## src/rtl/match_controller.sv

```systemverilog
// Top-level pong match FSM: serve countdown, pause toggle, per-paddle lives,
// auto-repeating paddle move pulses and game-over/winner reporting.
module match_controller #(
    parameter int unsigned NUM_PADDLES = 2,
    parameter int unsigned LIVES       = 3,
    parameter int unsigned LIFE_W      = 2,
    parameter int unsigned SERVE_DELAY = 50,
    parameter int unsigned REPEAT_DIV  = 4,
    localparam int unsigned PW = (NUM_PADDLES > 1) ? $clog2(NUM_PADDLES) : 1
) (
    input  logic                          clk,
    input  logic                          reset,
    input  logic                          ready_button,
    input  logic                          pause_button,
    input  logic [NUM_PADDLES-1:0]        left,
    input  logic [NUM_PADDLES-1:0]        right,
    input  logic                          sig_dead,
    input  logic [PW-1:0]                 dead_side,
    output logic                          ready_sig,
    output logic                          start_sig,
    output logic                          play_sig,
    output logic                          pause_sig,
    output logic [NUM_PADDLES-1:0]        left_sig,
    output logic [NUM_PADDLES-1:0]        right_sig,
    output logic [NUM_PADDLES*LIFE_W-1:0] lives,
    output logic                          game_over,
    output logic [PW-1:0]                 winner
);

    localparam int unsigned CW  = (SERVE_DELAY > 1) ? $clog2(SERVE_DELAY) : 1;
    localparam int unsigned RCW = $clog2(REPEAT_DIV) + 1;
    localparam int unsigned LW  = NUM_PADDLES * LIFE_W;

    typedef enum logic [2:0] {
        StIdle,
        StServe,
        StPlay,
        StPause,
        StPoint,
        StOver
    } state_e;

    state_e                  state_q, state_d;
    logic [CW-1:0]           cnt_q, cnt_d;
    logic [RCW-1:0]          rcnt_q [NUM_PADDLES];
    logic [RCW-1:0]          rcnt_d [NUM_PADDLES];
    logic                    ready_btn_q, pause_btn_q;
    logic                    ready_sig_q, ready_sig_d;
    logic                    start_sig_q, start_sig_d;
    logic                    play_sig_q, play_sig_d;
    logic                    pause_sig_q, pause_sig_d;
    logic                    game_over_q, game_over_d;
    logic [NUM_PADDLES-1:0]  left_sig_q, left_sig_d;
    logic [NUM_PADDLES-1:0]  right_sig_q, right_sig_d;
    logic [LW-1:0]           lives_q, lives_d;
    logic [PW-1:0]           winner_q, winner_d;
    logic                    ready_rise, pause_rise;
    logic [3:0]              alive_cnt;
    logic                    match_done;

    assign ready_rise = ready_button & ~ready_btn_q;
    assign pause_rise = pause_button & ~pause_btn_q;

    always_comb begin
        state_d     = state_q;
        cnt_d       = cnt_q;
        lives_d     = lives_q;
        winner_d    = winner_q;
        ready_sig_d = 1'b0;
        start_sig_d = 1'b0;
        alive_cnt   = 4'd0;
        match_done  = 1'b0;

        for (int i = 0; i < int'(NUM_PADDLES); i++) begin
            if (lives_q[i*LIFE_W +: LIFE_W] != '0) begin
                alive_cnt = alive_cnt + 4'd1;
            end
        end

        case (state_q)
            StIdle, StOver: begin
                if (ready_rise) begin
                    ready_sig_d = 1'b1;
                    lives_d     = {NUM_PADDLES{LIFE_W'(LIVES)}};
                    cnt_d       = CW'(SERVE_DELAY - 1);
                    state_d     = StServe;
                end
            end
            StServe: begin
                if (cnt_q == '0) begin
                    start_sig_d = 1'b1;
                    state_d     = StPlay;
                end else begin
                    cnt_d = cnt_q - 1'b1;
                end
            end
            StPlay: begin
                // A pause edge coinciding with a miss is consumed and dropped.
                if (sig_dead) begin
                    state_d = StPoint;
                    for (int i = 0; i < int'(NUM_PADDLES); i++) begin
                        if (int'(dead_side) == i && lives_q[i*LIFE_W +: LIFE_W] != '0) begin
                            lives_d[i*LIFE_W +: LIFE_W] = lives_q[i*LIFE_W +: LIFE_W] - 1'b1;
                        end
                    end
                end else if (pause_rise) begin
                    state_d = StPause;
                end
            end
            StPause: begin
                if (pause_rise) begin
                    state_d = StPlay;
                end
            end
            StPoint: begin
                if (NUM_PADDLES > 1) begin
                    match_done = (alive_cnt <= 4'd1);
                end else begin
                    match_done = (alive_cnt == 4'd0);
                end
                if (match_done) begin
                    // Descending scan so the lowest-index survivor wins.
                    winner_d = '0;
                    for (int i = int'(NUM_PADDLES) - 1; i >= 0; i--) begin
                        if (lives_q[i*LIFE_W +: LIFE_W] != '0) begin
                            winner_d = PW'(i);
                        end
                    end
                    state_d = StOver;
                end else begin
                    cnt_d   = CW'(SERVE_DELAY - 1);
                    state_d = StServe;
                end
            end
            default: begin
                state_d = StIdle;
            end
        endcase

        play_sig_d  = (state_d == StPlay);
        pause_sig_d = (state_d == StPause);
        game_over_d = (state_d == StOver);
    end

    always_comb begin
        left_sig_d  = '0;
        right_sig_d = '0;
        for (int i = 0; i < int'(NUM_PADDLES); i++) begin
            if (state_q == StPlay && (left[i] ^ right[i]) && !sig_dead) begin
                if (rcnt_q[i] == '0) begin
                    left_sig_d[i]  = left[i];
                    right_sig_d[i] = right[i];
                    rcnt_d[i]      = RCW'(REPEAT_DIV - 1);
                end else begin
                    rcnt_d[i] = rcnt_q[i] - 1'b1;
                end
            end else begin
                rcnt_d[i] = '0;
            end
        end
    end

    always_ff @(posedge clk or negedge reset) begin
        if (!reset) begin
            state_q     <= StIdle;
            cnt_q       <= '0;
            ready_btn_q <= 1'b0;
            pause_btn_q <= 1'b0;
            ready_sig_q <= 1'b0;
            start_sig_q <= 1'b0;
            play_sig_q  <= 1'b0;
            pause_sig_q <= 1'b0;
            game_over_q <= 1'b0;
            left_sig_q  <= '0;
            right_sig_q <= '0;
            lives_q     <= {NUM_PADDLES{LIFE_W'(LIVES)}};
            winner_q    <= '0;
            for (int i = 0; i < int'(NUM_PADDLES); i++) begin
                rcnt_q[i] <= '0;
            end
        end else begin
            state_q     <= state_d;
            cnt_q       <= cnt_d;
            ready_btn_q <= ready_button;
            pause_btn_q <= pause_button;
            ready_sig_q <= ready_sig_d;
            start_sig_q <= start_sig_d;
            play_sig_q  <= play_sig_d;
            pause_sig_q <= pause_sig_d;
            game_over_q <= game_over_d;
            left_sig_q  <= left_sig_d;
            right_sig_q <= right_sig_d;
            lives_q     <= lives_d;
            winner_q    <= winner_d;
            for (int i = 0; i < int'(NUM_PADDLES); i++) begin
                rcnt_q[i] <= rcnt_d[i];
            end
        end
    end

    assign ready_sig = ready_sig_q;
    assign start_sig = start_sig_q;
    assign play_sig  = play_sig_q;
    assign pause_sig = pause_sig_q;
    assign game_over = game_over_q;
    assign left_sig  = left_sig_q;
    assign right_sig = right_sig_q;
    assign lives     = lives_q;
    assign winner    = winner_q;

endmodule

```

## config.mk

```make
export PLATFORM = sky130hd
export DESIGN_NAME = match_controller
export DESIGN_NICKNAME = d
export VERILOG_FILES = /design/src/rtl/match_controller.sv
export SDC_FILE = /design/constraint.sdc
export NUM_CORES = 1
export LEC_CHECK = 0
export ABC_AREA = 1
export CAP_MARGIN = 20
export CORE_ASPECT_RATIO = 0.7
export CORE_MARGIN = 5
export CORE_UTILIZATION = 45
export DETAILED_ROUTE_END_ITERATION = 10
export PLACE_DENSITY = 0.67
export SYNTH_ARGS = -nofsm -noshare
export SYNTH_HDL_FRONTEND = slang
export SYNTH_SLANG_ARGS = --single-unit
```

## constraint.sdc

```tcl
create_clock -name clk -period 1.5 [get_ports clk]
set_input_delay 0.15 -clock clk [delete_from_list [all_inputs] [get_ports clk]]
set_output_delay 0.15 -clock clk [all_outputs]
set_load 0.02 [all_outputs]
```

# Word-level counts from Yosys, hierarchy flattened
# Cells that the tools add are included.
[classes]
addsub = 6
n_lt_le_gt_ge = 1
eq_ne = 14
mux = 37
n_bitwise = 7
n_reduce_logical = 20
[op_table]
columns = ["cell", "n"]
rows = [
  ["2-to-1 mux 3 bit", 10],
  ["2-to-1 mux 6 bit", 3],
  ["case mux 6 bit (3 select lines)", 1],
  ["2-to-1 mux 1 bit", 16],
  ["case mux 3 bit (5 select lines)", 1],
  ["== test 3 x 2 -> 1 bit, second input constant", 4],
  ["2-to-1 mux 4 bit", 3],
  ["inequality test 2 bit, second input constant", 6],
  ["AND reduction 4 bit", 3],
  ["== test 3 bit, second input constant", 3],
  ["logical NOT 3 bit", 3],
  ["case mux 4 bit (2 select lines)", 1],
  ["logical AND 1 bit", 6],
  ["logical NOT 6 bit", 1],
  ["nonzero test 2 bit", 3],
  ["subtractor 3 x 1 -> 3 bit, second input constant", 2],
  ["subtractor 6 x 1 -> 6 bit, second input constant", 1],
  ["adder 4 x 1 -> 4 bit, second input constant", 1],
  ["<= comparator 4 x 1 -> 1 bit, second input constant", 1],
  ["2-to-1 mux 2 bit", 2],
  ["subtractor 2 x 1 -> 2 bit, second input constant", 2],
  ["== test 3 x 1 -> 1 bit, second input constant", 1],
  ["inverter 1 bit", 3],
  ["nonzero test 3 bit", 1],
  ["5 further kinds", 7],
]
[word_totals]
reg_bits = 31
in_bits = 10
output_inout_bits = 14
elab_cells = 101

# Longest topological paths before layout
# Gate-level depths: netlist of the first run.
[depth]
ltp_word = 9
depth_mapped = 10
depth_no_buf = 10

# Worst setup path after synthesis of the first run
# Ideal clock, no wire load.
[synth_path]
path_kind = "flip-flop to flip-flop"
start = "register lives_q[2] (netlist: lives[2])"
end = "register cnt_q[3]"
setup_ns = 0.116
t_arrival_ns = 1.429
t_required_ns = 1.384
path_slack_ns = -0.046
path_stages_with_launch = 11
n_path_buf = 0
synth_period_minus_slack_ns = 1.546
path_cell_list = "dfstp_2 inv_1 ha_1 inv_1 nand2_1 nand3_1 nand2_1 inv_1 nand3_2 nand2_1 nand2_1"
[synth_between]
elab_chain_cells = 6
[synth_rtl]
columns = ["element", "line", "text"]
rows = [
  ["start, declared", "55", "logic [LW-1:0] lives_q, lives_d;"],
  ["start signal, assigned", "176", "lives_q <= {NUM_PADDLES{LIFE_W'(LIVES)}};"],
  ["start signal, assigned", "193", "lives_q <= lives_d;"],
  ["nonzero test 2 bit", "75", "if (lives_q[i*LIFE_W +: LIFE_W] != '0) begin"],
  ["2-to-1 mux 4 bit", "75", ""],
  ["<= comparator 4 x 1 -> 1 bit", "117", "match_done = (alive_cnt <= 4'd1);"],
  ["2-to-1 mux 1 bit", "80", "case (state_q)"],
  ["inequality test 2 bit (no source line)", "-", ""],
  ["AND reduction 4 bit (no source line)", "-", ""],
  ["end signal, assigned", "183", "cnt_q <= cnt_d;"],
  ["end, declared", "44", "logic [CW-1:0] cnt_q, cnt_d;"],
]
# Every way passes these cells. The select of a mux whose other input is x is not followed.
# A chain may end at the register's enable or synchronous reset.

# Worst setup path in the final report of the first run
[layout_path]
start = "register winner_q (netlist: winner)"
end = "output port winner"
[layout_rtl]
columns = ["element", "line", "text"]
rows = [
  ["start, declared", "56", "logic [PW-1:0] winner_q, winner_d;"],
  ["start signal, assigned", "194", "winner_q <= winner_d;"],
  ["end, declared", "27", "output logic [PW-1:0] winner"],
]
# No word-level cell between the ends.

==> results of run 1 <==
-- registers in the layout, summed over array words and instances, names as in the netlist --
name and cells:
cnt_q 6, rcnt_q 6, lives 4, state_q 3
left_sig 2, right_sig 2, game_over 1, pause_btn_q 1
pause_sig 1, play_sig 1, ready_btn_q 1, ready_sig 1
start_sig 1, winner 1
-- routing by layer --
layer | routed length [microns] | vias to the layer above
met5 | 0 | -
met4 | 32 | 0
met3 | 211 | 4
met2 | 1160 | 24
met1 | 1600 | 552
li1 | - | 700
-- final timing paths --
check / start / to / slack [ns] / depth (start not counted)
max: winner$_DFFE_PN0P_ / winner / 0.07 / 1
min: reset / right_sig[0]$_DFF_PN0_ / 0.24 / 2
max reg2reg: lives[2]$_DFFE_PN1P_ / cnt_q[1]$_DFFE_PN0P_ / 0.07 / 10
min reg2reg: rcnt_q[3]$_DFF_PN0_ / rcnt_q[3]$_DFF_PN0_ / 0.44 / 1
max in group asynchronous: reset / lives[2]$_DFFE_PN1P_ / 0.94 / 2
min in group clk: ready_button / ready_btn_q$_DFF_PN0_ / 0.33 / 1
-- cell type report --
| class | instances | share of cell area |
|---|---|---|
| timing repair buffer | 35 | 0.147 |
| multi-input combinational | 132 | 0.347 |
| clock inverter | 1 | 0.00351 |
| inverter | 35 | 0.0614 |
| sequential | 31 | 0.366 |
| tap | 50 | 0.0293 |
| clock buffer | 7 | 0.0451 |
-- placed cells by master, fill, tap and decap left out --
cell type / netlist / final
nand4_1: 2 / 2
o31ai_1: 1 / 1
inv_1: 34 / 31
a21oi_1: 7 / 7
nor3_1: 3 / 3
a211oi_1: 2 / 2
xnor2_1: 1 / 1
nor2_4: 3 / 3
nor2_1: 16 / 15
inv_2: 1 / 4
dfrtp_1: 27 / 25
nand3_2: 1 / 1
ha_1: 7 / 5
nand2_2: 6 / 11
o21ai_2: 0 / 1
or2_0: 1 / 1
buf_4: 0 / 12
o21ai_0: 1 / 1
dfstp_2: 4 / 4
nor3_4: 1 / 1
clkinvlp_4: 0 / 1
xor2_1: 3 / 3
a21oi_4: 1 / 1
o211ai_1: 1 / 1
nor2_2: 0 / 1
nand3_4: 0 / 1
clkdlybuf4s50_1: 0 / 19
dfrtp_2: 0 / 2
or2_2: 1 / 1
dlygate4sd2_1: 0 / 4
clkbuf_8: 0 / 7
nor4_1: 1 / 1
nand3_1: 14 / 13
ha_2: 0 / 2
nand2_1: 58 / 53
-- power by group through the flow --
stage / logic, uW / clock network, uW / registers [uW]
5_1_grt: 2030 / 782 / 1280
3_5_place_dp: 1710 / 0 / 1260
6_report: 1780 / 731 / 1250
4_1_cts: 1680 / 756 / 1250
3_3_place_gp: 1690 / 0 / 1260
2_1_floorplan: 1070 / 0 / 1360
-- kinds of logic (layout without fill, tap and decap cells) --
| kind of cell | count (synthesis) | after routing |
|---|---|---|
| simple gates | 107 | 107 |
| buf+inv | 35 | 78 |
| flops | 31 | 31 |
| compound gates | 14 | 14 |
| fa+ha+maj | 7 | 7 |
| xor+xnor | 4 | 4 |
-- what timing repair did --
action	in CTS	in global routing
hold endpoints to repair	0	0
endpoints found under the setup margin	4	11
cloned	0	0
pin swaps	0	5
resized for setup	4	12
buffers inserted	0	5
-- metrics by stage --
step	setup WS, ns	instances	total power [uW]	utilization
finish	0.0749	291	3760	0.613
global route	-0.0164	291	4090	0.613
CTS	0.0274	286	3680	0.594
detailed placement	0.0375	278	2970	0.565
global placement	0.0445	278	2950	0.565
floorplan	0.0173	198	2420	-
==> flow_summary.ini, run 1 <==
[status]
outcome = finished, final reports clean

[synth]
synth_area_leader_cell = dfrtp_1
synth_xor_xnor_area_share = 0.0217
synthesis.area_sq_um = 1620
synthFlopType = dfrtp_1
ys_types = 26
synth_area_leaders = dfrtp_1, nand2_1, inv_1, dfstp_2, ha_1
synth_cells = 198
synth_top_area_frac = 0.418
synthMuxAreaShare = 0
ys_seq_area_frac = 0.483
synthAdderAreaFrac = 0.0541
synth_warnings = 0
netlist_top_cells_count = nand2_1, inv_1, dfrtp_1
synth-simple-area-share = 0.304
synth_edf_count = 0
synth_compound_area_frac = 0.0565
synth_top_family_by_area = simple AND/OR/NAND/NOR gates
yosys_register_bits = 31
avgSynthCellArea_sq_um = 8.17
syn_nets = 215
async_flop_share = 1.00
synth_most_common_cell = nand2_1

[clock_tree]
cts_tree = built
clkSlewWorstSetupHoldPaths_ns = 0.06
root_buffer = clkbuf_8
htree_levels = 2
cts_buffers = 5
cts_sinks = 31
ctsHoldBuffers = 0
clockBufferDepth = 2
insertion_delay_ns = 0.28

[route]
avgViaCountPerCell = 4.40
first_pass_iters = 4
vias = 1280
drt_drc_violations_left = 0
avgRoutedWirePerCell_microns = 10.3
finalWirelength_mm = 3.00
antenna_left = 0
drtIter0Drc = 43

[die]
dieArea_sq_um = 4910
die_y_microns = 60.2
die_w_microns = 81.7
coreArea_sq_um = 3490
start_util = 0.463
ios = 24
rows = 18

[timing]
setup_viol = 0
fmax_mhz = 702
hold_viol = 0
fin_worst_skew_ns = 0.00369
tightest_slew_ns = 0.391
maxSlewViolCount = 0
fin_crit_sh = 0.950
period_minus_slack_ns = 1.43
maxSlewHeadroom = 0.739
finalSetupTns_ns = 0
worst_hold_slack_ns = 0.242

[power]
p_int_uw = 2240
switching_share = 0.405
p_seq_frac = 0.333
combPwrFrac = 0.473
p_leak_uw = 0.00112
power.density_nw_per_um2 = 1760
ir_drop_mv = 1.14
p_sw_uw = 1520
power.share.clock = 0.194

[place]
port_buffers = 23
gp_congestion = 0.808
placed_area_sq_um = 1970
dp_hpwl_mm = 2.26

[run]
maxCapViolCount = 0

[critical_path]
cp_data_required_time_ns = 1.35
critPathArrivalTime_ns = 1.28
cp.buffers_inverters = 1
slowest_delay_ns = 0.62
crit_path_end_kind = output port
worstPathMaxFanout = 2
critPathKind = flip-flop to output port
cp_slowest_cell = clkdlybuf4s50_1
critical_path.top_delay_family = buffers and inverters
startpoint_type = flip-flop
crit_chain = clkdlybuf4s50_1

[layout]
final_layout_size_suffix_gt1_frac = 0.220
fillerInstances = 303
fin_nets = 257
multiInputGateArea_sq_um = 742
finalInstanceArea_sq_um = 2140
antenna_cells = 0
area_delta_synth_final_pct = 32.2
regArea_sq_um = 783

[global_routing]
grt.met1_usage = 0.201
grt-ovfl-total = 0
grt-busiest-layer = met1
antenna_found_initial = 0
grt_pass1_vias = 1142
grt_max_degree = 32
grt_use_met3 = 0.0497
grt_pass1_wl_mm = 5.04
grt_usage = 0.138
gr-usage-met2 = 0.187

[hold_path]
worst_hold_path_type = primary input to async pin
Note: power is estimated with default switching activity, not from simulation.
==> run 2, diff against run 1 <==
CORE_MARGIN = not set   (was 5)
==> run 2 against run 1 <==
  * Sequential power is essentially flat
  * Via count grew 10%
  * Critical endpoint is now cnt_q[5]$_DFFE_PN0P_
  * Clock power grew 16%
  * Register-to-register slack lost 0.02 ns
  * Highest routed layer unchanged
==> flow_summary.ini, run 2 (same netlist as run 1, synthesis figures left out) <==
[status]
outcome = finished, final reports clean

[layout]
fin_nets = 255
fillerInstances = 292
final_layout_size_suffix_gt1_frac = 0.230
area_delta_synth_final_pct = 32.9
layout_common_cells = nand2_1, inv_1, dfrtp_1
antenna_cells = 0
layout_commonest_cell = nand2_1

[critical_path]
ff2ff_setup_slack_ns = 0.06
crit_path_end_kind = flip-flop
slowest_delay_ns = 0.53
critPathArrivalTime_ns = 1.62
critical_path.top_delay_family = flip-flops
crit_chain = inv_1 > ha_2 > inv_2 > nand2_1 > nand3_2 > nand2_2 > inv_2 > nand3_4 > nand2_1 > nand2_1
critPathKind = flip-flop to flip-flop
cp_data_required_time_ns = 1.68
cp.buffers_inverters = 3
crit_top_cell = nand2_1
startpoint_type = flip-flop
worstPathMaxFanout = 5
cp_slowest_cell = dfstp_2

[timing]
fin_worst_skew_ns = 0.00650
maxSlewHeadroom = 0.745
rsz0062_at_grt = yes
tightest_slew_ns = 0.383
finalSetupTns_ns = 0
setup_viol = 0
fin_crit_sh = 0.960
fmax_mhz = 694
hold_viol = 0
period_minus_slack_ns = 1.44
maxSlewViolCount = 0

[route]
antenna_left = 0
drt_drc_violations_left = 0
vias = 1414
avgViaCountPerCell = 4.94
avgRoutedWirePerCell_microns = 12.4
drtIter0Drc = 105
finalWirelength_mm = 3.55
first_pass_iters = 4

[power]
p_leak_uw = 0.00111
totalPowerFinal_uw = 4020
power.density_nw_per_um2 = 1870
ir_drop_mv = 1.15

[clock_tree]
insertion_delay_ns = 0.28
cts_tree = built
clockBufferDepth = 2
htree_levels = 2
cts_sinks = 31
clkSlewWorstSetupHoldPaths_ns = 0.07
root_buffer = clkbuf_8
cts_buffers = 5
ctsHoldBuffers = 0

[die]
coreArea_sq_um = 3280
die_y_microns = 52.2
ios = 24
dieArea_sq_um = 3840
rows = 17
start_util = 0.494
die_w_microns = 73.7

[global_routing]
grt-ovfl-total = 0
grt_pass1_wl_mm = 6.01
grt_pass1_vias = 1367
grt_max_degree = 32
grt_usage = 0.220
antenna_found_initial = 0

[run]
maxCapViolCount = 0

[place]
dp_hpwl_mm = 2.65
gp_congestion = 0.828
port_buffers = 23

[hold_path]
worst_hold_path_type = primary input to async pin
[run 2: worst paths after layout]
kind	from	endpoint	depth (start not counted)
worst max-delay path	lives[3]$_DFFE_PN1P_	cnt_q[5]$_DFFE_PN0P_	10
worst max register to register	lives[3]$_DFFE_PN1P_	cnt_q[5]$_DFFE_PN0P_	10
max in group asynchronous	reset	lives[3]$_DFFE_PN1P_	2
min in group clk	ready_button	ready_btn_q$_DFF_PN0_	1
worst min register to register	rcnt_q[3]$_DFF_PN0_	rcnt_q[3]$_DFF_PN0_	1
worst min-delay path	reset	rcnt_q[3]$_DFF_PN0_	2
[run 2: through the flow]
step / instance area, sq um / instances / hold WS [ns] / setup slack (ns) / utilization
3_5_place_dp: 1960 / 274 / 0.438 / -0.00739 / 0.599
3_3_place_gp: 1960 / 274 / 0.430 / 0.0466 / 0.599
6_report: 2150 / 286 / 0.244 / 0.0598 / 0.657
2_1_floorplan: 1630 / 198 / -0.146 / 0.0173 / -
4_1_cts: 2090 / 284 / 0.259 / 0.00959 / 0.639
5_1_grt: 2150 / 286 / 0.296 / -0.0371 / 0.657
[run 2: timing repair]
action,in CTS,in global routing
endpoints found under the hold margin,0,0
pin swaps,1,8
setup buffers,2,2
resized for setup,5,17
setup endpoints to repair,10,14
[run 2: layout make-up]
type / count / area [sq um] / area share
Clock inverter: 2 / 35.0 / 0.0163
Sequential cell: 31 / 783 / 0.364
Multi-Input combinational cell: 132 / 759 / 0.353
Timing Repair Buffer: 33 / 300 / 0.140
Tap cell: 47 / 58.8 / 0.0273
Inverter: 35 / 131 / 0.0611
Clock buffer: 6 / 82.6 / 0.0384
[run 2: report_power, final]
| group | internal (uW) | switching, uW | total [uW] |
|---|---|---|---|
| clock | 537 | 308 | 845 |
| sequential | 1090 | 181 | 1270 |
| combinational | 763 | 1150 | 1910 |
| total | 2390 | 1630 | 4020 |
[run 2: per-layer routing]
layer	track usage	share of wire	wire [microns]
met2	0.346	0.45	1610
met5	0	0	0
met1	0.282	0.48	1710
met4	0.109	0.018	63
met3	0.0562	0.045	160
==> run 3, diff against run 2 <==
RECOVER_POWER = 50   (was not set)
REMOVE_ABC_BUFFERS = 1   (was not set)
==> run 3 against run 2 <==
  * Clock skew decreased by 0.0017 ns
  * Critical path depth decreased by 7
  * Hold slack improved by 0.20 ns
  * Global-route usage down 0.93 points
  * First-iteration DRC count shrank 37%
  * Clock power decreased by 0.8%
  * Fmax is 0.33% lower
  * Sequential power about the same
  * Sequential cell count is the same
  * Critical endpoint is now lives[2]
==> flow_summary.ini, run 3 (same netlist as run 1, synthesis figures left out) <==
[critical_path]
cp_data_required_time_ns = 1.35
worstPathMaxFanout = 2
reg2reg_to = lives[0]$_DFFE_PN1P_
timing.rr.start = lives[1]$_DFFE_PN1P_
critPathCapture = lives[2]
ff2ff_setup_slack_ns = 0.09
crit_start = lives[2]$_DFFE_PN1P_
critPathKind = flip-flop to output port
ff2ff_path_depth = 9
critPathArrivalTime_ns = 1.29
startpoint_type = flip-flop
crit_path_end_kind = output port

[route]
avgRoutedWirePerCell_microns = 11.4
avgViaCountPerCell = 4.74
finalWirelength_mm = 3.26
drt_drc_violations_left = 0
first_pass_iters = 4
drtIter0Drc = 66
vias = 1359
antenna_left = 0

[timing]
setup_viol = 0
period_minus_slack_ns = 1.44
tightest_slew_ns = 0.743
setup_slack_ns = 0.0550
finalSetupTns_ns = 0
maxSlewViolCount = 0
maxSlewHeadroom = 0.504
fin_crit_sh = 0.963
fmax_mhz = 692
rsz0062_at_grt = yes
fin_worst_skew_ns = 0.00484
hold_viol = 0

[global_routing]
grt_use_met3 = 0.0543
grt_pass1_vias = 1283
gr-usage-met2 = 0.301
grt.met1_usage = 0.287
grt_usage = 0.211
grt-ovfl-total = 0
grt_pass1_wl_mm = 5.71
grt-busiest-layer = met2
grt_max_degree = 32
antenna_found_initial = 0

[clock_tree]
cts_buffers = 5
insertion_delay_ns = 0.28
htree_levels = 2
cts_tree = built
clockBufferDepth = 2
root_buffer = clkbuf_8
cts_sinks = 31
clkSlewWorstSetupHoldPaths_ns = 0.06

[run]
maxCapViolCount = 0

[layout]
regArea_sq_um = 785
area_delta_synth_final_pct = 33.4
final_layout_size_suffix_gt1_frac = 0.238
layout_commonest_cell = nand2_1
layout_common_cells = nand2_1, inv_1, dfrtp_1
antenna_cells = 0
fin_nets = 256
finalInstanceArea_sq_um = 2160
finish.utilization = 0.659
multiInputGateArea_sq_um = 759
fillerInstances = 288

[hold_path]
worst_hold_path_type = flip-flop to flip-flop

[status]
outcome = finished, final reports clean

[place]
placed_area_sq_um = 1970
dp_hpwl_mm = 2.49
gp_congestion = 0.792
port_buffers = 23
pre_cts_ws_ns = -0.0147

[die]
start_util = 0.494
rows = 17
coreArea_sq_um = 3280
ios = 24
die_w_microns = 73.7
die_y_microns = 52.2
dieArea_sq_um = 3840

[power]
p_leak_uw = 0.00112
power.density_nw_per_um2 = 1830
ir_drop_mv = 1.22
==> run 3: stage by stage <==
step / instances / hold WS, ns / power [uW]
6_report: 287 / 0.447 / 3960
4_1_cts: 284 / 0.258 / 3840
3_3_place_gp: 276 / 0.430 / 2930
3_5_place_dp: 276 / 0.442 / 3000
5_1_grt: 287 / 0.453 / 4300
2_1_floorplan: 198 / -0.146 / 2410
==> run 3: per-layer routing <==
metal / vias up / part of all wire
met1: 629 / 0.51
li1: 702 / -
met4: 0 / 0.019
met5: - / 0
met3: 5 / 0.036
met2: 23 / 0.43
==> run 3: worst min path at each step <==
stage	from	endpoint	slack [ns]	depth (start not counted)
after floorplan	reset	cnt_q[0]$_DFFE_PN0P_	-0.15	0
after global placement	rcnt_q[3]$_DFF_PN0_	rcnt_q[3]$_DFF_PN0_	0.43	1
after detailed placement	rcnt_q[0]$_DFF_PN0_	rcnt_q[0]$_DFF_PN0_	0.44	1
after CTS	reset	rcnt_q[4]$_DFF_PN0_	0.26	2
after global routing	ready_button	ready_btn_q$_DFF_PN0_	0.45	1
final	rcnt_q[0]$_DFF_PN0_	rcnt_q[0]$_DFF_PN0_	0.45	1
==> run 3: what timing repair did <==
item                       CTS  global route
pin swaps                    0             5
gates resized for setup      7            21
hold buffers                 0             0
setup endpoints to repair   10            16
buffers inserted             0             3
==> run 3: final cells by class <==
class                           count  area share
Clock buffer                        6      0.0383
Clock inverter                      2      0.0162
Inverter                           35      0.0609
Multi-Input combinational cell    132       0.352
Sequential cell                    31       0.363
Tap cell                           47      0.0272
Timing Repair Buffer               34       0.142
==> run 3: power by group <==
part | leakage (uW) | internal, uW | switching (uW)
combinational | 0.000664 | 755 | 1100
sequential | 0.000394 | 1090 | 180
clock | 0.0000612 | 537 | 302
==> run 3: worst max-delay path: stages, from the launching register on <==
cell	delay, ns
dfstp_2	0.53
buf_4	0.10
buf_4	0.09
clkdlybuf4s15_1	0.29
